`src/rtl/unified_mem_arbiter.sv`:
```
`default_nettype none
// ============================================================================
//  Module   : unified_mem_arbiter
//  Purpose  : Shares one single-port, variable-latency unified memory between
//             the instruction-fetch and load/store stages. One requester is
//             granted at a time, the request is held until mem_ack, and the
//             winner receives a one-cycle ready pulse with its read data.
//  Revision : 1.0  initial release
// ============================================================================
module unified_mem_arbiter #(
  parameter int ADDR_W    = 12,
  parameter int DATA_W    = 32,
  parameter int MAX_D_RUN = 4,
  parameter int TIMEOUT   = 64
) (
  input  logic              clock,
  input  logic              reset_n,
  // instruction fetch side
  input  logic              if_req,
  input  logic [ADDR_W-1:0] if_addr,
  input  logic              if_flush,
  output logic [DATA_W-1:0] if_rdata,
  output logic              if_ready,
  // load/store side
  input  logic              dm_req,
  input  logic              dm_we,
  input  logic [ADDR_W-1:0] dm_addr,
  input  logic [DATA_W-1:0] dm_wdata,
  input  logic [2:0]        dm_funct3,
  output logic [DATA_W-1:0] dm_rdata,
  output logic              dm_ready,
  // pipeline freeze
  output logic              stall_if,
  output logic              stall_mem,
  // memory side
  output logic              mem_req,
  output logic              mem_we,
  output logic [ADDR_W-1:0] mem_addr,
  output logic [DATA_W-1:0] mem_wdata,
  output logic [2:0]        mem_funct3,
  input  logic [DATA_W-1:0] mem_rdata,
  input  logic              mem_ack,
  // sticky timeout flag
  output logic              bus_err
);

  localparam int              RUN_W   = 4;
  localparam int              TO_W    = $clog2(TIMEOUT);
  localparam logic [RUN_W-1:0] RUN_MAX = RUN_W'(MAX_D_RUN);
  localparam logic [TO_W-1:0]  TO_MAX  = TO_W'(TIMEOUT - 1);
  // Instruction fetches are always full-word reads.
  localparam logic [2:0]       FETCH_FUNCT3 = 3'b010;

  typedef enum logic [1:0] {
    S_IDLE    = 2'd0,
    S_GRANT_I = 2'd1,
    S_GRANT_D = 2'd2
  } state_t;

  state_t              state_q, state_d;
  logic [RUN_W-1:0]    run_cnt_q, run_cnt_d;
  logic [TO_W-1:0]     to_cnt_q, to_cnt_d;
  logic                flush_pend_q, flush_pend_d;
  logic                mem_req_q, mem_req_d;
  logic                mem_we_q, mem_we_d;
  logic [ADDR_W-1:0]   mem_addr_q, mem_addr_d;
  logic [DATA_W-1:0]   mem_wdata_q, mem_wdata_d;
  logic [2:0]          mem_funct3_q, mem_funct3_d;
  logic                if_ready_q, if_ready_d;
  logic                dm_ready_q, dm_ready_d;
  logic [DATA_W-1:0]   if_rdata_q, if_rdata_d;
  logic [DATA_W-1:0]   dm_rdata_q, dm_rdata_d;
  logic                bus_err_q, bus_err_d;

  // Arbitration terms: the IF side only wins a contended slot once the data run is exhausted.
  logic run_full;
  logic if_eligible;
  logic grant_d;
  logic grant_i;
  logic in_grant;
  logic timed_out;
  logic xfer_done;
  logic [DATA_W-1:0] xfer_data;

  assign run_full    = (run_cnt_q == RUN_MAX);
  assign if_eligible = if_req & ~if_flush;
  assign grant_d     = dm_req & ~(if_eligible & run_full);
  assign grant_i     = if_eligible & (~dm_req | run_full);
  assign in_grant    = (state_q != S_IDLE);
  // mem_ack takes priority over an expiring timeout in the same cycle.
  assign timed_out   = in_grant & ~mem_ack & (to_cnt_q == TO_MAX);
  assign xfer_done   = in_grant & (mem_ack | timed_out);
  assign xfer_data   = mem_ack ? mem_rdata : '0;

  // Next-state, request latching and completion logic.
  always_comb begin
    state_d      = state_q;
    run_cnt_d    = run_cnt_q;
    to_cnt_d     = to_cnt_q;
    flush_pend_d = flush_pend_q;
    mem_req_d    = mem_req_q;
    mem_we_d     = mem_we_q;
    mem_addr_d   = mem_addr_q;
    mem_wdata_d  = mem_wdata_q;
    mem_funct3_d = mem_funct3_q;
    if_ready_d   = 1'b0;
    dm_ready_d   = 1'b0;
    if_rdata_d   = if_rdata_q;
    dm_rdata_d   = dm_rdata_q;
    bus_err_d    = bus_err_q;

    // A data run only counts while a fetch is actually being held off.
    if (!if_req) begin
      run_cnt_d = '0;
    end

    case (state_q)
      S_IDLE: begin
        to_cnt_d     = '0;
        flush_pend_d = 1'b0;
        if (grant_d) begin
          state_d      = S_GRANT_D;
          mem_req_d    = 1'b1;
          mem_we_d     = dm_we;
          mem_addr_d   = dm_addr;
          mem_wdata_d  = dm_wdata;
          mem_funct3_d = dm_funct3;
          if (if_req && !run_full) begin
            run_cnt_d = run_cnt_q + 1'b1;
          end
        end else if (grant_i) begin
          state_d      = S_GRANT_I;
          mem_req_d    = 1'b1;
          mem_we_d     = 1'b0;
          mem_addr_d   = if_addr;
          mem_wdata_d  = '0;
          mem_funct3_d = FETCH_FUNCT3;
          run_cnt_d    = '0;
        end
      end

      S_GRANT_I, S_GRANT_D: begin
        if ((state_q == S_GRANT_I) && if_flush) begin
          flush_pend_d = 1'b1;
        end
        if (xfer_done) begin
          state_d      = S_IDLE;
          mem_req_d    = 1'b0;
          to_cnt_d     = '0;
          flush_pend_d = 1'b0;
          if (timed_out) begin
            bus_err_d = 1'b1;
          end
          if (state_q == S_GRANT_I) begin
            // A flushed fetch still finishes on the bus but is never delivered.
            if (!(flush_pend_q || if_flush)) begin
              if_ready_d = 1'b1;
              if_rdata_d = xfer_data;
            end
          end else begin
            dm_ready_d = 1'b1;
            dm_rdata_d = mem_we_q ? '0 : xfer_data;
          end
        end else begin
          to_cnt_d = to_cnt_q + 1'b1;
        end
      end

      default: begin
        state_d = S_IDLE;
      end
    endcase
  end

  // State and output registers with asynchronous clear.
  always_ff @(posedge clock or negedge reset_n) begin
    if (!reset_n) begin
      state_q      <= S_IDLE;
      run_cnt_q    <= '0;
      to_cnt_q     <= '0;
      flush_pend_q <= 1'b0;
      mem_req_q    <= 1'b0;
      mem_we_q     <= 1'b0;
      mem_addr_q   <= '0;
      mem_wdata_q  <= '0;
      mem_funct3_q <= '0;
      if_ready_q   <= 1'b0;
      dm_ready_q   <= 1'b0;
      if_rdata_q   <= '0;
      dm_rdata_q   <= '0;
      bus_err_q    <= 1'b0;
    end else begin
      state_q      <= state_d;
      run_cnt_q    <= run_cnt_d;
      to_cnt_q     <= to_cnt_d;
      flush_pend_q <= flush_pend_d;
      mem_req_q    <= mem_req_d;
      mem_we_q     <= mem_we_d;
      mem_addr_q   <= mem_addr_d;
      mem_wdata_q  <= mem_wdata_d;
      mem_funct3_q <= mem_funct3_d;
      if_ready_q   <= if_ready_d;
      dm_ready_q   <= dm_ready_d;
      if_rdata_q   <= if_rdata_d;
      dm_rdata_q   <= dm_rdata_d;
      bus_err_q    <= bus_err_d;
    end
  end

  // A flush arriving in the very cycle of the fetch pulse still cancels the delivery.
  assign if_ready   = if_ready_q & ~if_flush;
  assign dm_ready   = dm_ready_q;
  assign if_rdata   = if_rdata_q;
  assign dm_rdata   = dm_rdata_q;
  assign stall_if   = if_req & ~if_ready;
  assign stall_mem  = dm_req & ~dm_ready;
  assign mem_req    = mem_req_q;
  assign mem_we     = mem_we_q;
  assign mem_addr   = mem_addr_q;
  assign mem_wdata  = mem_wdata_q;
  assign mem_funct3 = mem_funct3_q;
  assign bus_err    = bus_err_q;

endmodule
`default_nettype wire
```
`config.mk`:
```
export PLATFORM = sky130hd
export DESIGN_NAME = unified_mem_arbiter
export DESIGN_NICKNAME = d
export VERILOG_FILES = /design/src/rtl/unified_mem_arbiter.sv
export SDC_FILE = /design/constraint.sdc
export NUM_CORES = 1
export LEC_CHECK = 0
export CORE_UTILIZATION = 38
export DETAILED_ROUTE_END_ITERATION = 10
export GPL_TIMING_DRIVEN = 0
export PLACE_DENSITY = 0.86
export SYNTH_ARGS = -nofsm -noshare
export SYNTH_HDL_FRONTEND = slang
export SYNTH_SLANG_ARGS = --single-unit
```
`constraint.sdc`:
```
create_clock -name clock -period 1.95 [get_ports clock]
set_input_delay 0.4875 -clock clock [delete_from_list [all_inputs] [get_ports clock]]
set_output_delay 0.4875 -clock clock [all_outputs]
set_load 0.005 [all_outputs]
```
* After elaboration in Yosys (flattened, before gate mapping)
Index checks and enable logic that the tools add are counted.
** Operators by class
- Add/subtract/negate cells :: 2
- Equal/unequal tests :: 7
- Muxes and demuxes :: 35
- Bitwise logic cells :: 20
- Reductions and logical operators :: 16
** Operator list (number)
- 2-to-1 mux 32 bit :: 4
- 2-to-1 mux 12 bit :: 2
- 2-to-1 mux 4 bit :: 5
- 2-to-1 mux 1 bit :: 14
- one-hot mux 6 bit (2 select lines) :: 1
- AND 1 bit :: 10
- AND reduction 3 bit :: 3
- NOT 1 bit :: 8
- adder 6 x 1 -> 6 bit (second input constant) :: 1
- equality test 6 bit (second input constant) :: 1
- 2-to-1 mux 2 bit :: 3
- 2-to-1 mux 3 bit :: 2
- 2-to-1 mux 6 bit :: 1
- inequality test 3 bit (second input constant) :: 2
- AND reduction 2 bit :: 3
- nonzero test 2 bit :: 3
- adder 4 x 1 -> 4 bit (second input constant) :: 1
- equality test 4 x 3 -> 1 bit (second input constant) :: 1
- one-hot mux 1 bit (2 select lines) :: 2
- one-hot mux 2 bit (2 select lines) :: 1
- AND reduction 4 bit :: 1
- equality test 2 x 1 -> 1 bit (second input constant) :: 1
- equality test 2 bit (second input constant) :: 1
- logical AND 1 bit :: 2
- other kinds (6) :: 7
** Word-level totals
- Register bits after elaboration :: 129
- Bits of input ports :: 98
- Output and inout bits :: 118
- Word-level logic and storage cells :: 94

* Logic depth before layout (Yosys ltp)
- Word-level depth :: 7
- Gate-level depth with buffers :: 8
- Depth with buffers taken out :: 6

* Worst setup path after synthesis
OpenSTA, ideal clock, no wires.
- Kind :: reg2reg
- From :: register state_q[0]
- To :: register dm_rdata_q[22], in the netlist dm_rdata[22]
- Library setup time :: 121 ps
- Arrival :: 1771 ps
- Required time :: 1829 ps
- Path slack :: 58 ps
- Stages on the path, launching flop included :: 9
- Buffers on the path :: 3
- Period minus slack after synthesis :: 1892 ps
- Cell sequence :: dfrtp_1 inv_1 ha_1 buf_2 nand2_1 or3_1 buf_6 buf_6 a22o_1
** On the way
- Word-level cells in the longest chain between the ends :: 6
- Elaborated cells on any way between the ends :: 10
** Ends and longest elaborated chain
- from (decl) :: line 60 : state_t state_q, state_d;
- from (signal assigned) :: line 193 : state_q <= state_d;
- nonzero test 2 bit :: line 89 : assign in_grant = (state_q != S_IDLE);
- AND 1 bit (2 in a row) :: line 91 : assign timed_out = in_grant & ~mem_ack & (to_cnt_q == TO_MAX);
- OR 1 bit :: line 92 : assign xfer_done = in_grant & (mem_ack | timed_out);
- AND 1 bit :: line 92
- AND reduction 3 bit (no source line) *
- to (signal assigned) :: line 205 : dm_rdata_q <= dm_rdata_d;
- to (decl) :: line 72 : logic [DATA_W-1:0] dm_rdata_q, dm_rdata_d;
Every way passes the cells marked *; elsewhere a longest branch is shown, timed or not.
A chain may end at the register's enable or synchronous reset.

* Final worst setup path
- From :: register if_ready_q
- To :: output if_ready
** On the way
- Word-level cells in the longest chain between the ends :: 1
** Ends and longest elaborated chain
- from (decl) :: line 69 : logic if_ready_q, if_ready_d;
- from (signal assigned) :: line 202 : if_ready_q <= if_ready_d;
- AND 1 bit :: line 211 : assign if_ready = if_ready_q & ~if_flush;
- to (decl) :: line 23 : output logic if_ready,
Every way passes these cells.

==> results.cfg <==
[run_status]
status = completed

[sta]
clock.fmax_mhz = 527
slew_viol_final = 0
worst_pin_slew_ps = 563
setup_viol = 0
rsz0062_at_grt = true
worst_slack_ps = 53.3
hold_ws_ps = 33.3
finalHoldViolations = 0
fin_crit_ps = 1900
fin_setup_tns_ps = 0
finClkSkew_ps = 6.14
slew-limit-headroom_pct = 62.5
period_share_pct = 97.3

[routing]
drc = 0
totalWireLength_um = 14200
drtIter0Drc = 243
vias = 4280
wl_per_cell_um = 17.3
first_pass_iters = 4
vias_per_cell = 5.19
ant_nets = 0

[floorplan]
die_h_um = 117
pin_count = 216
die_x_um = 117
fp.coreArea_mm2 = 0.0128
rows = 41
dieArea_mm2 = 0.0138
start_util_pct = 39.6

[final_layout]
layout.nets = 743
area_growth_pct = 61.9
fin_cells = 824
num_antenna_cells = 0
n_fill_cell = 944
drive_gt1_share_pct = 13.3
final_util_pct = 64.0
finalInstanceArea_mm2 = 0.00818

[synthesis]
synth_cell_types = 40
synth_edf_count = 0
synth-simple-area-share_pct = 5.10
synth_largest_area_cell = dfrtp_1
synth_ff_type = dfrtp_1
yosys-top-cells-count = 129 x dfrtp_1, 100 x a22o_1, 23 x a21oi_1, 23 x inv_1, 16 x clkbuf_1
synth_compound_area_share_pct = 24.7
synthAdderAreaFrac_pct = 1.49
synthMuxAreaShare_pct = 0
async_flop_share_pct = 100
yosysMostFrequentCell = dfrtp_1
syn-instance-count = 396
synth_top_area_share_pct = 63.9
synth_seq_cells = 129
synth_area_leaders = dfrtp_1 64%, a22o_1 17%, a21oi_1 2.3%, inv_1 1.7%, ha_1 1.5%
syn-num-nets = 500
yosysSeqAreaShare_pct = 63.9
synth-xor-area-share_pct = 0.173
ys_warn_count = 0
postSynthAreaPerCell_um2 = 12.8
syn_area_mm2 = 0.00505
synth_top_family_by_area = compound AO/OA/AOI/OAI gates

[power]
power_density_mw_per_mm2 = 1490
irDropWorstVdd_mv = 0.866
power_mw = 12.2
p_leak_nw = 3.65

[critical_path]
crit_fanout = 2
worstSetupStartpointType = flop
setup.worst_path.class = flop to output port
cp.arrival_ps = 1410
crit_required_ps = 1460
end_kind = output port
r2r_cells = 7

[clock_tree]
postCtsHoldBufs = 0
root_buffer = clkbuf_16
cts_tree = yes
cts_buffer_depth = 2
clock_latency_ps = 410
htreeDepth = 4
cts.sinks = 129
clk_pin_slew_ps = 60
cts_buffers = 17

[place]
portBuffers = 215
post_dp_cell_area_mm2 = 0.00745
dp_slack_ps = -631
dp_cells = 784
hpwl_um = 9910
gp_congestion = 0.814

[worst_hold_path]
hold_path_class = primary input to asynchronous set/reset pin

[global_route]
grt_pass1_wl_um = 23200
grt_util_all_layers_pct = 21.2
overflow = 0
antenna_found_initial = 0
grt_max_degree = 70
first_global_vias = 4503

[run]
maxCapViolCount = 0
cell families (layout without fill, tap and decap cells):
kind of cell               after synthesis  count (layout)
AOI/OAI and AO/OA                      160             160
DFF                                    129             129
buffers and inverters                   52             308
and+or+nand+nor                         48              48
adders and majority gates                6               6
xor gates and xnor gates                 1               1
timing repair:
action / 4_1_cts / 5_1_grt
cloned: 0 / 1
endpoints found under the setup margin: 116 / 109
pin swaps: 2 / 3
endpoints found under the hold margin: 0 / 0
buffers inserted: 6 / 4
gates resized for setup: 37 / 30
path summary, 6_finish.rpt:
path | from | to | slack (ps)
setup / recovery | if_ready_q | if_ready | 50
hold / removal | reset_n | mem_wdata[25] | 30
setup reg to reg | state_q[1] | if_rdata[12] | 80
hold reg to reg | bus_err | bus_err | 480
max in group asynchronous | reset_n | dm_rdata[27] | 1190
min in group clock | bus_err | bus_err | 480
critical path, stage by stage, from the launching register on:
cell and delay (ps):
dfrtp_1 330, nor2b_4 160, clkdlybuf4s50_1 510
cell usage in the layout, fill, tap and decap left out, types with 3 or more instances in the layout:
master           netlist  routed
clkdlybuf4s50_1        0     209
dfrtp_1              129     127
a22o_1               100     100
a21oi_1               23      23
inv_1                 23      21
clkbuf_16              0      17
buf_4                  0      14
o22ai_1               12      12
nor2_1                10       9
buf_6                  4       9
o21ai_0                8       8
nand2_1                9       8
nor3_1                 7       7
buf_2                  7       6
nand3_1                6       6
clkbuf_1              16       6
clkinvlp_4             0       6
inv_6                  0       5
nor2b_1                4       3
inv_2                  1       3
nand2b_1               4       3
clkbuf_2               0       3
a21o_1                 3       3
ha_1                   6       3
dlygate4sd2_1          0       3
sequential cells by signal, summed over array words and instances (netlist names):
| name | cells |
|---|---|
| mem_we | 1 |
| mem_addr | 12 |
| mem_req | 1 |
| bus_err | 1 |
| flush_pend_q | 1 |
| dm_ready | 1 |
| state_q | 2 |
| run_cnt_q | 4 |
| mem_funct3 | 3 |
| to_cnt_q | 6 |
| if_rdata | 32 |
| mem_wdata | 32 |
| if_ready_q | 1 |
| dm_rdata | 32 |
power breakdown:
part           leakage, nW  internal [mW]  total, mW  switching (mW)
clock                0.246           1.64       2.87            1.24
combinational         1.76           3.07       4.93            1.86
sequential            1.64           3.73       4.38           0.653
total                 3.65           8.43       12.2            3.75
per-layer routing:
metal / vias to the layer above / part of all wire (%) / wire length, um / global-route usage, %
met5: - / 0 / 0 / 0
met4: 0 / 1.1 / 161 / 7.14
met3: 13 / 6.5 / 926 / 6.18
met2: 174 / 49 / 7000 / 35.1
met1: 2126 / 43 / 6160 / 26.5
li1: 1967 / - / - / -
cell type report:
cell class	instances	area, um2	share of cell area (%)
repair buffers	227	2250	27.5
flip-flops and latches	129	3230	39.5
multi-input cells	215	1670	20.4
plain buffers	25	181	2.22
clock inverters	14	108	1.32
clock buffers	18	429	5.25
inverters	24	90.1	1.10
well taps	172	215	2.63
(Power assumes the default switching activity.)
